$ cat src/rtl/display_scan_ctrl_pkg.sv
// Shared definitions for the multiplexed 7-segment display scan controller.
package display_scan_ctrl_pkg;

    localparam int unsigned BCD_W     = 4;
    localparam logic        BLANK_SEL = 1'b0;

    typedef enum logic [1:0] {
        ST_IDLE = 2'd0,
        ST_SHOW = 2'd1,
        ST_GAP  = 2'd2
    } scan_state_e;

endpackage

$ cat src/rtl/scan_slot_timer.sv
// Per-digit slot counter: runs 0..DIV-1, flags the last SHOW cycle and the last slot cycle.
module scan_slot_timer #(
    parameter int unsigned DIV          = 50000,
    parameter int unsigned BLANK_CYCLES = 500
) (
    input  logic clk,
    input  logic rst,
    input  logic run,
    output logic show_end_c,
    output logic slot_end_c
);

    localparam int unsigned       CNT_W     = $clog2(DIV);
    localparam logic [CNT_W-1:0]  SHOW_LAST = CNT_W'(DIV - BLANK_CYCLES - 1);
    localparam logic [CNT_W-1:0]  SLOT_LAST = CNT_W'(DIV - 1);

    logic [CNT_W-1:0] cnt_q;
    logic [CNT_W-1:0] cnt_d;

    // Held at zero whenever the scan is not running.
    always_comb begin
        cnt_d = '0;
        if (run && (cnt_q != SLOT_LAST)) begin
            cnt_d = cnt_q + CNT_W'(1);
        end
    end

    always_ff @(posedge clk) begin
        if (rst) begin
            cnt_q <= '0;
        end else begin
            cnt_q <= cnt_d;
        end
    end

    assign show_end_c = run && (cnt_q == SHOW_LAST);
    assign slot_end_c = run && (cnt_q == SLOT_LAST);

endmodule

$ cat src/rtl/display_scan_ctrl.sv
// Digit scan controller: double-buffered BCD snapshot, one-hot digit select with dead time,
// leading-zero blanking and a frame-boundary strobe.
module display_scan_ctrl
    import display_scan_ctrl_pkg::*;
#(
    parameter int unsigned NUM_DIGITS   = 4,
    parameter int unsigned DIV          = 50000,
    parameter int unsigned BLANK_CYCLES = 500,
    parameter int unsigned LZ_SUPPRESS  = 1
) (
    input  logic                          clk,
    input  logic                          rst,
    input  logic                          en,
    input  logic                          load,
    input  logic [BCD_W*NUM_DIGITS-1:0]   digits_in,
    input  logic [NUM_DIGITS-1:0]         dp_in,
    output logic [BCD_W-1:0]              digit_code,
    output logic                          dp_out,
    output logic [NUM_DIGITS-1:0]         digit_sel,
    output logic                          frame_done
);

    localparam int unsigned IDX_W  = (NUM_DIGITS > 2) ? $clog2(NUM_DIGITS) : 1;
    localparam int unsigned DATA_W = BCD_W * NUM_DIGITS;

    scan_state_e             state_q, state_d;
    logic [IDX_W-1:0]        idx_q, idx_d;
    logic [DATA_W-1:0]       active_q, active_d;
    logic [NUM_DIGITS-1:0]   active_dp_q, active_dp_d;
    logic [DATA_W-1:0]       pend_q, pend_d;
    logic [NUM_DIGITS-1:0]   pend_dp_q, pend_dp_d;
    logic                    pend_vld_q, pend_vld_d;
    logic [BCD_W-1:0]        digit_code_q, digit_code_d;
    logic                    dp_q, dp_d;
    logic [NUM_DIGITS-1:0]   digit_sel_q, digit_sel_d;
    logic                    frame_done_q, frame_done_d;

    logic                    run_c;
    logic                    show_end_c;
    logic                    slot_end_c;
    logic                    show_now;
    logic                    lead_zero;
    logic [NUM_DIGITS-1:0]   supp;

    assign run_c = en && (state_q != ST_IDLE);

    scan_slot_timer #(
        .DIV          (DIV),
        .BLANK_CYCLES (BLANK_CYCLES)
    ) u_timer (
        .clk        (clk),
        .rst        (rst),
        .run        (run_c),
        .show_end_c (show_end_c),
        .slot_end_c (slot_end_c)
    );

    // Scan sequencing and buffer management.
    always_comb begin
        state_d     = state_q;
        idx_d       = idx_q;
        active_d    = active_q;
        active_dp_d = active_dp_q;
        pend_d      = pend_q;
        pend_dp_d   = pend_dp_q;
        pend_vld_d  = pend_vld_q;
        frame_done_d = 1'b0;
        show_now    = 1'b0;

        if (load) begin
            pend_d     = digits_in;
            pend_dp_d  = dp_in;
            pend_vld_d = 1'b1;
        end

        case (state_q)
            ST_IDLE: begin
                if (en) begin
                    state_d  = ST_SHOW;
                    idx_d    = '0;
                    show_now = 1'b1;
                end
            end
            ST_SHOW: begin
                if (!en) begin
                    state_d = ST_IDLE;
                    idx_d   = '0;
                end else if (show_end_c) begin
                    state_d = ST_GAP;
                end else begin
                    show_now = 1'b1;
                end
            end
            ST_GAP: begin
                if (!en) begin
                    state_d = ST_IDLE;
                    idx_d   = '0;
                end else if (slot_end_c) begin
                    state_d  = ST_SHOW;
                    show_now = 1'b1;
                    if (idx_q == IDX_W'(NUM_DIGITS - 1)) begin
                        idx_d        = '0;
                        frame_done_d = 1'b1;
                        // A load landing on this edge stays pending for the next frame.
                        if (pend_vld_q) begin
                            active_d    = pend_q;
                            active_dp_d = pend_dp_q;
                            pend_vld_d  = load;
                        end
                    end else begin
                        idx_d = idx_q + IDX_W'(1);
                    end
                end
            end
            default: begin
                state_d = ST_IDLE;
                idx_d   = '0;
            end
        endcase
    end

    // Digit presentation, evaluated against the buffer contents of the coming cycle.
    always_comb begin
        digit_sel_d  = {NUM_DIGITS{BLANK_SEL}};
        digit_code_d = digit_code_q;
        dp_d         = dp_q;
        lead_zero    = 1'b1;
        supp         = '0;

        for (int i = int'(NUM_DIGITS) - 1; i >= 0; i--) begin
            lead_zero = lead_zero && (active_d[i*BCD_W +: BCD_W] == '0);
            supp[i]   = (LZ_SUPPRESS != 0) && (i != 0) && lead_zero;
        end

        if (show_now) begin
            for (int i = 0; i < int'(NUM_DIGITS); i++) begin
                if (idx_d == IDX_W'(i)) begin
                    digit_code_d = active_d[i*BCD_W +: BCD_W];
                    dp_d         = active_dp_d[i];
                    digit_sel_d  = supp[i] ? {NUM_DIGITS{BLANK_SEL}}
                                           : (NUM_DIGITS'(1) << i);
                end
            end
        end
    end

    always_ff @(posedge clk) begin
        if (rst) begin
            state_q      <= ST_IDLE;
            idx_q        <= '0;
            active_q     <= '0;
            active_dp_q  <= '0;
            pend_q       <= '0;
            pend_dp_q    <= '0;
            pend_vld_q   <= 1'b0;
            digit_code_q <= '0;
            dp_q         <= 1'b0;
            digit_sel_q  <= '0;
            frame_done_q <= 1'b0;
        end else begin
            state_q      <= state_d;
            idx_q        <= idx_d;
            active_q     <= active_d;
            active_dp_q  <= active_dp_d;
            pend_q       <= pend_d;
            pend_dp_q    <= pend_dp_d;
            pend_vld_q   <= pend_vld_d;
            digit_code_q <= digit_code_d;
            dp_q         <= dp_d;
            digit_sel_q  <= digit_sel_d;
            frame_done_q <= frame_done_d;
        end
    end

    assign digit_code = digit_code_q;
    assign dp_out     = dp_q;
    assign digit_sel  = digit_sel_q;
    assign frame_done = frame_done_q;

endmodule

$ cat config.mk
export PLATFORM = sky130hd
export DESIGN_NAME = display_scan_ctrl
export DESIGN_NICKNAME = d
export VERILOG_FILES = /design/src/rtl/display_scan_ctrl_pkg.sv /design/src/rtl/scan_slot_timer.sv /design/src/rtl/display_scan_ctrl.sv
export SDC_FILE = /design/constraint.sdc
export NUM_CORES = 1
export LEC_CHECK = 0
export CAP_MARGIN = 20
export CORE_MARGIN = 1
export CORE_UTILIZATION = 40
export DETAILED_ROUTE_END_ITERATION = 7
export HOLD_SLACK_MARGIN = 0.12
export PLACE_DENSITY = 0.56
export SLEW_MARGIN = 40
export SYNTH_ARGS = -nofsm -noshare
export SYNTH_HDL_FRONTEND = slang
export SYNTH_SLANG_ARGS = --single-unit
$ cat constraint.sdc
create_clock -name clk -period 9.63 [get_ports clk]
set_input_delay 0.963 -clock clk [delete_from_list [all_inputs] [get_ports clk]]
set_output_delay 0.963 -clock clk [all_outputs]
set_load 0.02 [all_outputs]
* Word level (Yosys, flattened, before mapping)
Index checks and enable logic that the tools add are counted.
** Storage, ports and cells
- Output and inout bits :: 10
- Flip-flop bits (word level) :: 71
- Input bits :: 24
- Word-level logic and storage cells :: 99
** Operators by class
- $add $sub $neg :: 2
- Equal/unequal tests :: 12
- Reductions and logical operators :: 18
- Bitwise logic cells :: 5
- Mux-type cells :: 50
** Operators by type and width (number)
- 16-bit 2-to-1 mux :: 5
- 4-bit 2-to-1 mux :: 13
- 16-bit == test, second input constant :: 2
- 2-bit 2-to-1 mux :: 11
- 1-bit 2-to-1 mux :: 17
- 16-bit by 1-bit adder with 16-bit output, second input constant :: 1
- 16-bit != test, second input constant :: 1
- 4-bit zero test :: 3
- 2-bit case mux with 3 select lines :: 2
- 2-bit == test, second input constant :: 4
- 1-bit logical AND :: 6
- 3-bit != test, second input constant :: 2
- 1-bit NOT :: 5
- 2-bit by 1-bit == test with 1-bit output, second input constant :: 2
- 2-bit zero test :: 2
- 4-bit nonzero test :: 1
- 2-bit OR reduction :: 2
- 4-bit OR reduction :: 1
- 3-bit 2-to-1 mux :: 1
- 1-bit case mux with 3 select lines :: 1
- 3-bit AND reduction :: 1
- 2-bit by 1-bit adder with 2-bit output, second input constant :: 1
- 2-bit != test, second input constant :: 1
- 2-bit AND reduction :: 1
- 2-bit nonzero test :: 1

* Logic depth before layout (Yosys ltp)
Gate-level depths: netlist of run 1.
- Depth in word-level cells :: 13
- Gate-level depth with buffers :: 15

* Cells and area by module
From an unflattened synthesis of run 1, not the netlist that was laid out.
** Unflattened totals
- Cells, all modules :: 319
- Area total of the unflattened synthesis :: 3084.2 µm²
** Modules (own cells, without submodules)
- display_scan_ctrl :: sequential area each 1101.1 µm², area each 2333.5 µm², cells each 234, instances 1
- scan_slot_timer :: sequential area each 320.3 µm², area each 750.7 µm², cells each 85, instances 1

* Worst setup path after synthesis of run 1
Ideal clock, no wire load.
- Kind :: input to register
- Start :: input port en
- End :: register digit_code_q[3], in the netlist digit_code[3]
- Required time :: 9.513 ns
- Stages on the path :: 10
- Path slack :: 6.381 ns
- Data arrival time :: 3.132 ns
- Library setup time :: 0.117 ns
- Cell sequence :: clkbuf_1 nand2_1 nor3_1 nor3b_1 a21oi_1 or2_2 ha_1 or2_0 or3_1 a32o_1
** Between the ends
- Word-level cells in the longest chain between the ends :: 9
- Elaborated cells on any way between the ends :: 27
** RTL lines
- from (decl) :: RTL line display_scan_ctrl.sv:13 : input logic en,
- 1-bit logical AND :: RTL line display_scan_ctrl.sv:45 : assign run_c = en && (state_q != ST_IDLE);
- 1-bit logical AND :: RTL line scan_slot_timer.sv:37 : assign slot_end_c = run && (cnt_q == SLOT_LAST);
- 2-bit 2-to-1 mux or 16-bit 2-to-1 mux (tied branches) :: RTL line display_scan_ctrl.sv:98 : end else if (slot_end_c) begin
- 2-bit 2-to-1 mux or 16-bit 2-to-1 mux (tied branches) :: RTL line display_scan_ctrl.sv:95 : if (!en) begin
- 2-bit case mux with 3 select lines or 16-bit 2-to-1 mux (tied branches) :: RTL line display_scan_ctrl.sv:76 : case (state_q)
- 2-bit by 1-bit == test with 1-bit output or 4-bit 2-to-1 mux (tied branches) :: RTL line display_scan_ctrl.sv:137 : if (idx_d == IDX_W'(i)) begin
- 4-bit 2-to-1 mux (3 in a row) :: RTL line display_scan_ctrl.sv:137
- to (signal assigned) :: RTL line display_scan_ctrl.sv:168 : digit_code_q <= digit_code_d;
- to (decl) :: RTL line display_scan_ctrl.sv:33 : logic [BCD_W-1:0] digit_code_q, digit_code_d;
Several ways; a longest one is shown, not always the timed one. The select of a mux whose other input is x is not followed.
A chain may end at the register's enable or synchronous reset.

* Worst setup path in the final report of run 1
- Start :: input port en
- End :: register digit_code_q[3], in the netlist digit_code[3]
** Between the ends
- Word-level cells in the longest chain between the ends :: 9
- Elaborated cells on any way between the ends :: 27
** RTL lines
- 1-bit logical AND :: RTL line display_scan_ctrl.sv:45
- 1-bit logical AND :: RTL line scan_slot_timer.sv:37
- 2-bit 2-to-1 mux :: RTL line display_scan_ctrl.sv:98
- 2-bit 2-to-1 mux :: RTL line display_scan_ctrl.sv:95
- 2-bit case mux with 3 select lines (*) :: RTL line display_scan_ctrl.sv:76
- net idx_d[0] :: RTL line display_scan_ctrl.sv:27 : logic [IDX_W-1:0] idx_q, idx_d;
- 2-bit by 1-bit == test with 1-bit output :: RTL line display_scan_ctrl.sv:137
- 4-bit 2-to-1 mux (3 in a row) :: RTL line display_scan_ctrl.sv:137
Mark *: on every way through the listed nets, which the timed path passes. The rest lies on a longest branch. The select of a mux whose other input is x is not followed.

==> results.sh, run 1 <==
export IMPL_fin_crit_sh_pct=37.00
export IMPL_die_height_um=91.30
export IMPL_ctsResizeCount=0
export IMPL_crit_arrival_ns=3.80
export IMPL_vias_per_cell=5.146
export IMPL_cts_hold_buffers=0
export IMPL_synthCells=366
export IMPL_num_rows=32
export IMPL_cts_setup_buffers=0
export IMPL_place_congestion=0.7710
export IMPL_p_leak_nw=1.463
export IMPL_crit_path_start_kind="input pin"
export IMPL_drtIter0Drc=92
export IMPL_status="finished clean"
export IMPL_wl_per_cell_um=13.55
export IMPL_pin_count=34
export IMPL_syn_area_per_cell_sq_um=8.714
export IMPL_power_switching_mw=0.1397
export IMPL_synthToLayoutAreaGrowth_pct=18.95
export IMPL_synth_cell_type_count=41
export IMPL_grt_overflow=0
export IMPL_fin_tns_setup_ns=0
export IMPL_grt_pass1_wl_um=11510
export IMPL_setup_violations=0
export IMPL_ant_nets=0
export IMPL_crit_type="input pin to flip-flop"
export IMPL_p_per_area_mw_per_mm2=155.0
export IMPL_cts_tree="built"
export IMPL_ctsRootBufferMaster="clkbuf_8"
export IMPL_n_antenna_cell=0
export IMPL_clk_path_buf_depth=2
export IMPL_dieArea_sq_mm=0.008335
export IMPL_gr_usage_all_layers_pct=17.53
export IMPL_synth_top_cell_area_share_pct=44.57
export IMPL_nNetsFinal=426
export IMPL_drv_cap=0
export IMPL_hold_slack_ns=0.4570
export IMPL_drc=0
export IMPL_timing_final_max_slew_violations=0
export IMPL_crit_path_end_kind="flip-flop"
export IMPL_critical_path_max_stage_delay_ns=0.61
export IMPL_fmax_ghz=0.2806
export IMPL_max_slew_margin_pct=56.19
export IMPL_drive_gt1_share_pct=7.305
export IMPL_die_w_um=91.30
export IMPL_vias=2568
export IMPL_hold_viol=0
export IMPL_swShare_pct=23.76
export IMPL_worst_pin_slew_ns=0.6512
export IMPL_synth_area_leaders="dfxtp_1 (45%), mux2i_1 (9.4%), nor2_1 (7.1%), nand2_1 (5.1%), ha_1 (3.9%)"
export IMPL_synth_edf_count=0
export IMPL_globalRouteMet2Util_pct=29.73
export IMPL_final_cell_mix="dfxtp_1 (71), nor2_1 (60), nand2_1 (43)"
export IMPL_yosys_area_top_type="dfxtp_1"
export IMPL_synth_area_sq_mm=0.003189
export IMPL_async_reset_ff_share_pct=0
export IMPL_grt_max_degree=50
export IMPL_cts_buffers=9
export IMPL_final_common_cell="dfxtp_1"
export IMPL_crit_chain="clkdlybuf4s50_1 > nand2_1 > nor3_1 > nor3b_1 > a21oi_1 > nor2_1 > ha_1 > nand2b_1 > a21boi_0 > or3_1 > a32o_1"
export IMPL_met1_usage_pct=21.09
export IMPL_intPower_mw=0.4483
export IMPL_hpwlAfterDp_um=4719
export IMPL_core_sq_mm=0.007727
export IMPL_grt_use_met3_pct=4.439
export IMPL_initial_core_util_pct=41.27
export IMPL_synth_nets=400
export IMPL_fin_skew_ns=0.008933
export IMPL_seqPwrFrac_pct=51.9
export IMPL_power_frac_comb_pct=6.8
export IMPL_clk_latency_ns=0.35
export IMPL_worstPathMaxFanout=18
export IMPL_cts_clk_slew_worst_paths_ns=0.08
export IMPL_yosysWarnings=0
export IMPL_drt_pass1_iterations=4
export IMPL_max_vdd_ir_drop_v=0.0001143
export IMPL_fin_crit_ns=3.563
export IMPL_ys_seq_area_share_pct=44.57
export IMPL_hp_class="flip-flop to flip-flop"
export IMPL_busiest_layer="met2"
export IMPL_place_area_sq_mm=0.003587
export IMPL_io_buffers=33
export IMPL_cp_required_ns=9.87
export IMPL_first_global_vias=2383
export IMPL_synth_flop_cell="dfxtp_1"
export IMPL_finalWirelength_um=6759
export IMPL_cp_slowest_cell="clkdlybuf4s50_1"
export IMPL_cts_sinks=71
export IMPL_cts_htree_levels=3
export IMPL_fin_area_sq_mm=0.003794
export IMPL_grt_setup_unrepaired="false"
export IMPL_ys_ff_latch=71
export IMPL_antenna_found_initial=0
export IMPL_clkPwrFrac_pct=41.3
-- final cells by class --
type,count,area (sq um)
clock inverter,6,68.82
multi-input combinational,267,1658
clock buffer,10,137.6
inverter,6,22.52
fill,767,3934
sequential,71,1421
timing repair buffer,37,357.8
tap,102,127.6
-- per-stage QoR --
step	worst slack, ns	power (mW)	utilization, %	instances
after detailed placement	5.753	0.3526	46.42	483
after CTS	6.100	0.5989	49.09	499
after global routing	5.823	0.6141	49.09	499
after global placement	5.803	0.3523	46.39	483
after floorplan	6.381	0.3359	-	366
final	6.067	0.5880	49.09	499
-- layer usage --
layer / vias to the layer above / share of wire (%)
met4: 0 / 1.9
met1: 1198 / 45
met5: - / 0
met2: 52 / 48
met3: 9 / 4.7
li1: 1309 / -
-- cell usage after synthesis, types with 3 or more instances --
library cell	count
nand2_1	43
nor2_1	60
ha_1	10
xnor2_1	6
nor4_1	7
o211ai_1	5
a32o_1	5
mux2i_1	30
a21oi_1	18
nor3_2	5
and3_1	3
nor3_1	17
nand4_1	3
buf_1	7
clkbuf_1	11
nand3_1	11
nand2b_1	6
xor2_1	8
dfxtp_1	71
a31oi_1	3
inv_1	6
buf_2	3
or3_1	3
-- registers in the layout, summed over array words and instances, names as in the netlist --
name	flops
active_dp_q	4
active_q	16
digit_code	4
digit_sel	4
dp_out	1
frame_done	1
idx_q	2
pend_dp_q	4
pend_q	16
pend_vld_q	1
state_q	2
u_timer.cnt_q	16
-- power by group through the flow --
stage | Combinational [mW] | Clock [mW] | Sequential (mW)
floorplan | 0.0251 | 0 | 0.311
global placement | 0.0400 | 0 | 0.312
detailed placement | 0.0403 | 0 | 0.312
CTS | 0.0405 | 0.253 | 0.305
global route | 0.0442 | 0.264 | 0.306
finish | 0.0398 | 0.243 | 0.305
-- worst paths after layout --
| check | startpoint | endpoint | slack [ns] | cells past startpoint |
|---|---|---|---|---|
| worst max-delay path | en | digit_code[3]$_SDFFE_PP0P_ | 6.07 | 11 |
| worst min-delay path | u_timer.cnt_q[0]$_SDFF_PP0_ | u_timer.cnt_q[0]$_SDFF_PP0_ | 0.46 | 1 |
| worst max register to register | u_timer.cnt_q[13]$_SDFF_PP0_ | digit_code[3]$_SDFFE_PP0P_ | 6.09 | 11 |
| worst min register to register | u_timer.cnt_q[0]$_SDFF_PP0_ | u_timer.cnt_q[0]$_SDFF_PP0_ | 0.46 | 1 |
-- worst max-delay path: cells and delay by family --
family | cells | cell delay [ns]
AND/OR/NAND/NOR | 6 | 1.32
buffers and inverters | 1 | 0.61
adder cells (fa/ha/maj) | 1 | 0.52
AO/OA/AOI/OAI | 3 | 0.38
-- kinds of logic after synthesis --
logic type / share of synthesized area [%]
compound gates: 7.768
xor+xnor: 3.845
fa+ha+maj: 3.923
buf+inv: 3.648
flops: 44.57
mux: 9.416
simple gates: 26.83
Note: power is estimated with default switching activity, not from simulation.
==> inputs of run 2 (changes only) <==
--- a/config.mk
+++ b/config.mk
@@ -10,7 +10,7 @@
 export CORE_UTILIZATION = 40
 export DETAILED_ROUTE_END_ITERATION = 7
 export HOLD_SLACK_MARGIN = 0.12
-export PLACE_DENSITY = 0.56
+export PLACE_DENSITY = 0.58
 export SLEW_MARGIN = 40
 export SYNTH_ARGS = -nofsm -noshare
 export SYNTH_HDL_FRONTEND = slang
==> constraint.sdc (replaced) <==
create_clock -name clk -period 3.2 [get_ports clk]
set_input_delay 0.32 -clock clk [delete_from_list [all_inputs] [get_ports clk]]
set_output_delay 0.32 -clock clk [all_outputs]
set_load 0.02 [all_outputs]
==> run 2 against run 1 <==
First-iteration DRC count increased by 13%. Power rose to 3.1 times the previous value. Hold slack got worse by 0.045 ns. Critical path depth shrank 1. Worst setup slack worse by 5.9 ns. Count of clock-buffer cells in the layout decreased by 1. Core utilization is 3.5 points higher. Sequential power rose to 3.0 times the previous value. Non-clock buffer count up 26. Combinational power grew to 3.1 times the previous value. Global-route usage rose by 0.79 points. Largest cell class unchanged. Highest routed layer unchanged.
==> results.sh, run 2 (synthesis results as in run 1) <==
export IMPL_status="finished clean"
export IMPL_grt_max_degree=50
export IMPL_clk_path_buf_depth=2
export IMPL_worst_pin_slew_ns=0.5582
export IMPL_drtIter0Drc=104
export IMPL_place_congestion=0.8200
export IMPL_p_per_area_mw_per_mm2=449.2
export IMPL_hp_class="input pin to flip-flop"
export IMPL_crit_chain="or4b_1 > or2_4 > nor3_2 > nor3b_2 > a21oi_2 > or2_2 > ha_1 > or2_4 > or3_1 > a32o_1"
export IMPL_cts_htree_levels=3
export IMPL_path_common_cell="or2_4"
export IMPL_cts_buffers=9
export IMPL_dieArea_sq_mm=0.008335
export IMPL_fin_crit_sh_pct=95.77
export IMPL_critical_path_max_stage_delay_ns=0.54
export IMPL_crit_type="flip-flop to flip-flop"
export IMPL_hold_slack_ns=0.4119
export IMPL_num_rows=32
export IMPL_synthToLayoutAreaGrowth_pct=27.54
export IMPL_ctsRootBufferMaster="clkbuf_8"
export IMPL_reg2reg_depth=10
export IMPL_fin_tns_setup_ns=0
export IMPL_clk_latency_ns=0.35
export IMPL_drt_pass1_iterations=4
export IMPL_n_antenna_cell=0
export IMPL_die_height_um=91.30
export IMPL_cts_setup_buffers=0
export IMPL_gr_usage_all_layers_pct=18.32
export IMPL_hold_viol=0
export IMPL_crit_path_end_kind="flip-flop"
export IMPL_cts_hold_buffers=0
export IMPL_fmax_ghz=0.3263
export IMPL_reg_top3="active_q x16, pend_q x16, u_timer.cnt_q x16"
export IMPL_drv_cap=0
export IMPL_vias_per_cell=5.019
export IMPL_timing_final_max_slew_violations=0
export IMPL_ant_nets=0
export IMPL_final_cell_mix="dfxtp_1 (71), nor2_1 (58), nand2_1 (43)"
export IMPL_nNetsFinal=452
export IMPL_grt_overflow=0
export IMPL_place_area_sq_mm=0.003795
export IMPL_antenna_found_initial=0
export IMPL_hold_depth=2
export IMPL_cp_required_ns=3.44
export IMPL_setup_violations=0
export IMPL_max_slew_margin_pct=62.44
export IMPL_fin_crit_ns=3.065
export IMPL_stdcell_count=525
export IMPL_first_global_vias=2507
export IMPL_pin_count=34
export IMPL_max_vdd_ir_drop_v=0.0003342
export IMPL_crit_path_start_kind="flip-flop"
export IMPL_wl_per_cell_um=13.23
export IMPL_cts_tree="built"
export IMPL_finalPower_mw=1.827
export IMPL_placedCellCount=509
export IMPL_cts_sinks=71
export IMPL_hpwlAfterDp_um=4948
export IMPL_p_leak_nw=1.615
export IMPL_fin_area_sq_mm=0.004068
export IMPL_final_common_cell="dfxtp_1"
export IMPL_drc=0
export IMPL_fin_skew_ns=0.008707
export IMPL_io_buffers=33
export IMPL_drive_gt1_share_pct=15.60
export IMPL_die_w_um=91.30
export IMPL_worstPathMaxFanout=6
export IMPL_core_sq_mm=0.007727
export IMPL_cts_clk_slew_worst_paths_ns=0.08
export IMPL_finalWirelength_um=6945
export IMPL_vias=2635
export IMPL_grt_pass1_wl_um=11940
export IMPL_cp_slowest_cell="or4b_1"
export IMPL_initial_core_util_pct=41.27
export IMPL_crit_arrival_ns=3.31
## run 2: worst max-delay path, delay by kind of cell, from the launching register on
family	cells	cell delay, ns
compound gates	2	0.27
simple gates	7	2.17
flops	1	0.31
fa+ha+maj	1	0.21
## run 2: cell type report
cell class                 count  area [sq um]
clock buffer                   9         123.9
clock inverter                 7         97.59
fill                         741          3660
inverter                       6         22.52
multi-input combinational    267          1709
sequential                    71          1421
tap                          102         127.6
timing repair buffer          63         565.5
## run 2: worst paths after layout
| kind | start | slack [ns] | to |
|---|---|---|---|
| worst max-delay path | u_timer.cnt_q[13]$_SDFF_PP0_ | 0.14 | digit_code[3]$_SDFFE_PP0P_ |
| worst min-delay path | rst | 0.41 | state_q[0]$_SDFFE_PP0P_ |
| worst max register to register | u_timer.cnt_q[13]$_SDFF_PP0_ | 0.14 | digit_code[3]$_SDFFE_PP0P_ |
| worst min register to register | u_timer.cnt_q[0]$_SDFF_PP0_ | 0.46 | u_timer.cnt_q[0]$_SDFF_PP0_ |
## run 2: timing repair
action | in CTS | in global routing
pin swaps | 0 | 2
setup endpoints to repair | 2 | 5
gates resized for setup | 2 | 12
## run 2: routing by layer
layer  global-route usage (%)  routed length, um  vias to the layer above  part of all wire [%]
met5                        0                  0                        -                     0
li1                         -                  -                     1365                     -
met2                    30.62               3395                       41                    49
met1                    22.29               3272                     1227                    47
met3                    6.281                245                        2                   3.5
met4                    5.159                 32                        0                  0.46
## run 2: stage by stage
step,util (%),setup WS (ns)
2_1_floorplan,-,0.01030
3_3_place_gp,49.08,0.002834
3_5_place_dp,49.11,-0.02233
4_1_cts,52.04,0.01225
5_1_grt,52.64,-0.01892
6_report,52.64,0.1354
## run 2: report_power, final
part	total (mW)	internal, mW	switching (mW)	leakage, nW
Combinational	0.123	0.0632	0.0595	0.933
Clock	0.786	0.439	0.346	0.105
Sequential	0.919	0.902	0.0165	0.577
Total	1.83	1.41	0.422	1.62
==> inputs of run 3 (changes only) <==
--- a/config.mk
+++ b/config.mk
@@ -11,6 +11,7 @@
 export DETAILED_ROUTE_END_ITERATION = 7
 export HOLD_SLACK_MARGIN = 0.12
 export PLACE_DENSITY = 0.58
+export REMOVE_ABC_BUFFERS = 1
 export SLEW_MARGIN = 40
 export SYNTH_ARGS = -nofsm -noshare
 export SYNTH_HDL_FRONTEND = slang
==> run 3 against run 2 <==
Via count is essentially flat. Register-to-register slack better by 0.03 ns. Power decreased by 1.0%. First-iteration DRC count decreased by 23%. Clock skew down 0.0024 ns. Sequential share of layout area is 0.45 points higher. Fmax increased by 1.1%. Clock power down 2.7%. Largest power group unchanged. Highest routed layer unchanged. Combinational power about the same. Non-clock buffer count down 5.
==> results.sh, run 3 (synthesis results as in run 1) <==
export IMPL_cts_htree_levels=3
export IMPL_critical_path_max_stage_delay_ns=0.54
export IMPL_grt_max_degree=35
export IMPL_r2r_start="u_timer.cnt_q[13]$_SDFF_PP0_"
export IMPL_reg_top3="active_q x16, pend_q x16, u_timer.cnt_q x16"
export IMPL_final_cell_mix="dfxtp_1 (71), nor2_1 (59), nand2_1 (43)"
export IMPL_ant_nets=0
export IMPL_vias=2634
export IMPL_cts_buffers=9
export IMPL_dieArea_sq_mm=0.008335
export IMPL_ctsRootBufferMaster="clkbuf_8"
export IMPL_grt_setup_unrepaired="false"
export IMPL_timing_final_max_slew_violations=0
export IMPL_nNetsFinal=447
export IMPL_hold_end="pend_q[4]$_SDFFE_PP0P_"
export IMPL_die_w_um=91.30
export IMPL_fmax_ghz=0.3300
export IMPL_initial_core_util_pct=41.27
export IMPL_hold_slack_ns=0.4127
export IMPL_crit_arrival_ns=3.27
export IMPL_seq_area_sq_mm=0.001421
export IMPL_first_global_vias=2437
export IMPL_path_common_cell="buf_4"
export IMPL_cts_tree="built"
export IMPL_fin_crit_sh_pct=94.69
export IMPL_cp_required_ns=3.44
export IMPL_r2r_end="digit_code[3]$_SDFFE_PP0P_"
export IMPL_cts_clk_slew_worst_paths_ns=0.07
export IMPL_reg2reg_depth=12
export IMPL_drt_pass1_iterations=4
export IMPL_hold_depth=2
export IMPL_max_slew_margin_pct=58.42
export IMPL_num_rows=32
export IMPL_fin_skew_ns=0.006332
export IMPL_final_core_util_pct=51.98
export IMPL_finalWirelength_um=6773
export IMPL_pin_count=34
export IMPL_drtIter0Drc=80
export IMPL_status="finished clean"
export IMPL_hold_path_startpoint="rst"
export IMPL_fin_ws_ns=0.1701
export IMPL_cts_sinks=71
export IMPL_grt_overflow=0
export IMPL_io_buffers=33
export IMPL_p_per_area_mw_per_mm2=450.2
export IMPL_n_fill_cell=736
export IMPL_gr_usage_all_layers_pct=17.71
export IMPL_crit_chain="or4b_1 > or2_1 > o31a_1 > a21oi_1 > buf_4 > nor2_1 > ha_2 > buf_4 > nand2_1 > a21boi_0 > or3_1 > a32o_1"
export IMPL_hold_viol=0
export IMPL_drv_cap=0
export IMPL_place_congestion=0.7560
export IMPL_hpwlAfterDp_um=4795
export IMPL_finalPower_mw=1.808
export IMPL_max_vdd_ir_drop_v=0.0002205
export IMPL_clk_latency_ns=0.34
export IMPL_crit_type="flip-flop to flip-flop"
export IMPL_core_sq_mm=0.007727
export IMPL_place_area_sq_mm=0.003755
export IMPL_post_place_ws_ns=-0.02930
export IMPL_grt_pass1_wl_um=11650
export IMPL_clk_path_buf_depth=2
export IMPL_p_leak_nw=1.589
export IMPL_worst_pin_slew_ns=0.6180
export IMPL_wl_per_cell_um=13.03
export IMPL_crit_path_end_kind="flip-flop"
export IMPL_placedCellCount=504
export IMPL_fin_tns_setup_ns=0
export IMPL_setup_violations=0
export IMPL_multi_input_area_sq_mm=0.001707
export IMPL_fin_crit_ns=3.030
export IMPL_final_common_cell="dfxtp_1"
export IMPL_antenna_found_initial=0
export IMPL_die_height_um=91.30
export IMPL_cp_slowest_cell="or4b_1"
export IMPL_synthToLayoutAreaGrowth_pct=25.93
export IMPL_drive_gt1_share_pct=14.35
export IMPL_fin_area_sq_mm=0.004016
export IMPL_worstPathMaxFanout=11
export IMPL_hp_class="input pin to flip-flop"
export IMPL_vias_per_cell=5.065
export IMPL_drc=0
export IMPL_worst_r2r_setup_slack_ns=0.17
export IMPL_crit_path_start_kind="flip-flop"
export IMPL_n_antenna_cell=0
export IMPL_stdcell_count=520
run 3: layout make-up:
cell class	instances	area share [%]
Multi-Input combinational cell	267	42.49
Sequential cell	71	35.39
Timing Repair Buffer	58	13.08
Clock buffer	10	3.178
Tap cell	102	3.178
Clock inverter	6	2.118
Inverter	6	0.5607
run 3: where the power goes:
group          internal (mW)  leakage [nW]  switching [mW]
combinational         0.0647         0.910          0.0593
sequential             0.903         0.577          0.0168
clock                  0.436         0.102           0.329
total                   1.40          1.59           0.405
run 3: layer usage:
layer	track usage (%)	vias to the layer above	wire [um]
met2	26.96	49	3008
li1	-	1347	-
met5	0	-	0
met3	5.276	11	303
met1	23.72	1227	3351
met4	6.217	0	109
run 3: worst max path at each step:
stage / startpoint / slack (ns) / cells after the start / to
after global placement: u_timer.cnt_q[13]$_SDFF_PP0_ / 0.04 / 10 / dp_out$_SDFFE_PP0P_
after detailed placement: u_timer.cnt_q[13]$_SDFF_PP0_ / -0.03 / 10 / digit_code[3]$_SDFFE_PP0P_
after global routing: u_timer.cnt_q[13]$_SDFF_PP0_ / 0.006 / 12 / digit_code[3]$_SDFFE_PP0P_
after CTS: u_timer.cnt_q[13]$_SDFF_PP0_ / 0.02 / 10 / digit_code[3]$_SDFFE_PP0P_
after floorplan: u_timer.cnt_q[13]$_SDFF_PP0_ / -0.32 / 6 / digit_sel[1]$_SDFF_PP0_
final: u_timer.cnt_q[13]$_SDFF_PP0_ / 0.17 / 12 / digit_code[3]$_SDFFE_PP0P_
run 3: repair_timing:
action / 4_1_cts / 5_1_grt
resized for setup: 2 / 12
endpoints found under the setup margin: 2 / 5
hold buffers: 0 / 0
pin swaps: 0 / 2
gates cloned: 0 / 0
setup buffers: 0 / 0
run 3: worst max-delay path, delay by kind of cell, from the launching register on:
kind / cells / cell delay [ns]
AND/OR/NAND/NOR: 5 / 1.27
adder cells (fa/ha/maj): 1 / 0.24
buffers and inverters: 2 / 0.31
flip-flops: 1 / 0.31
AO/OA/AOI/OAI: 4 / 0.79
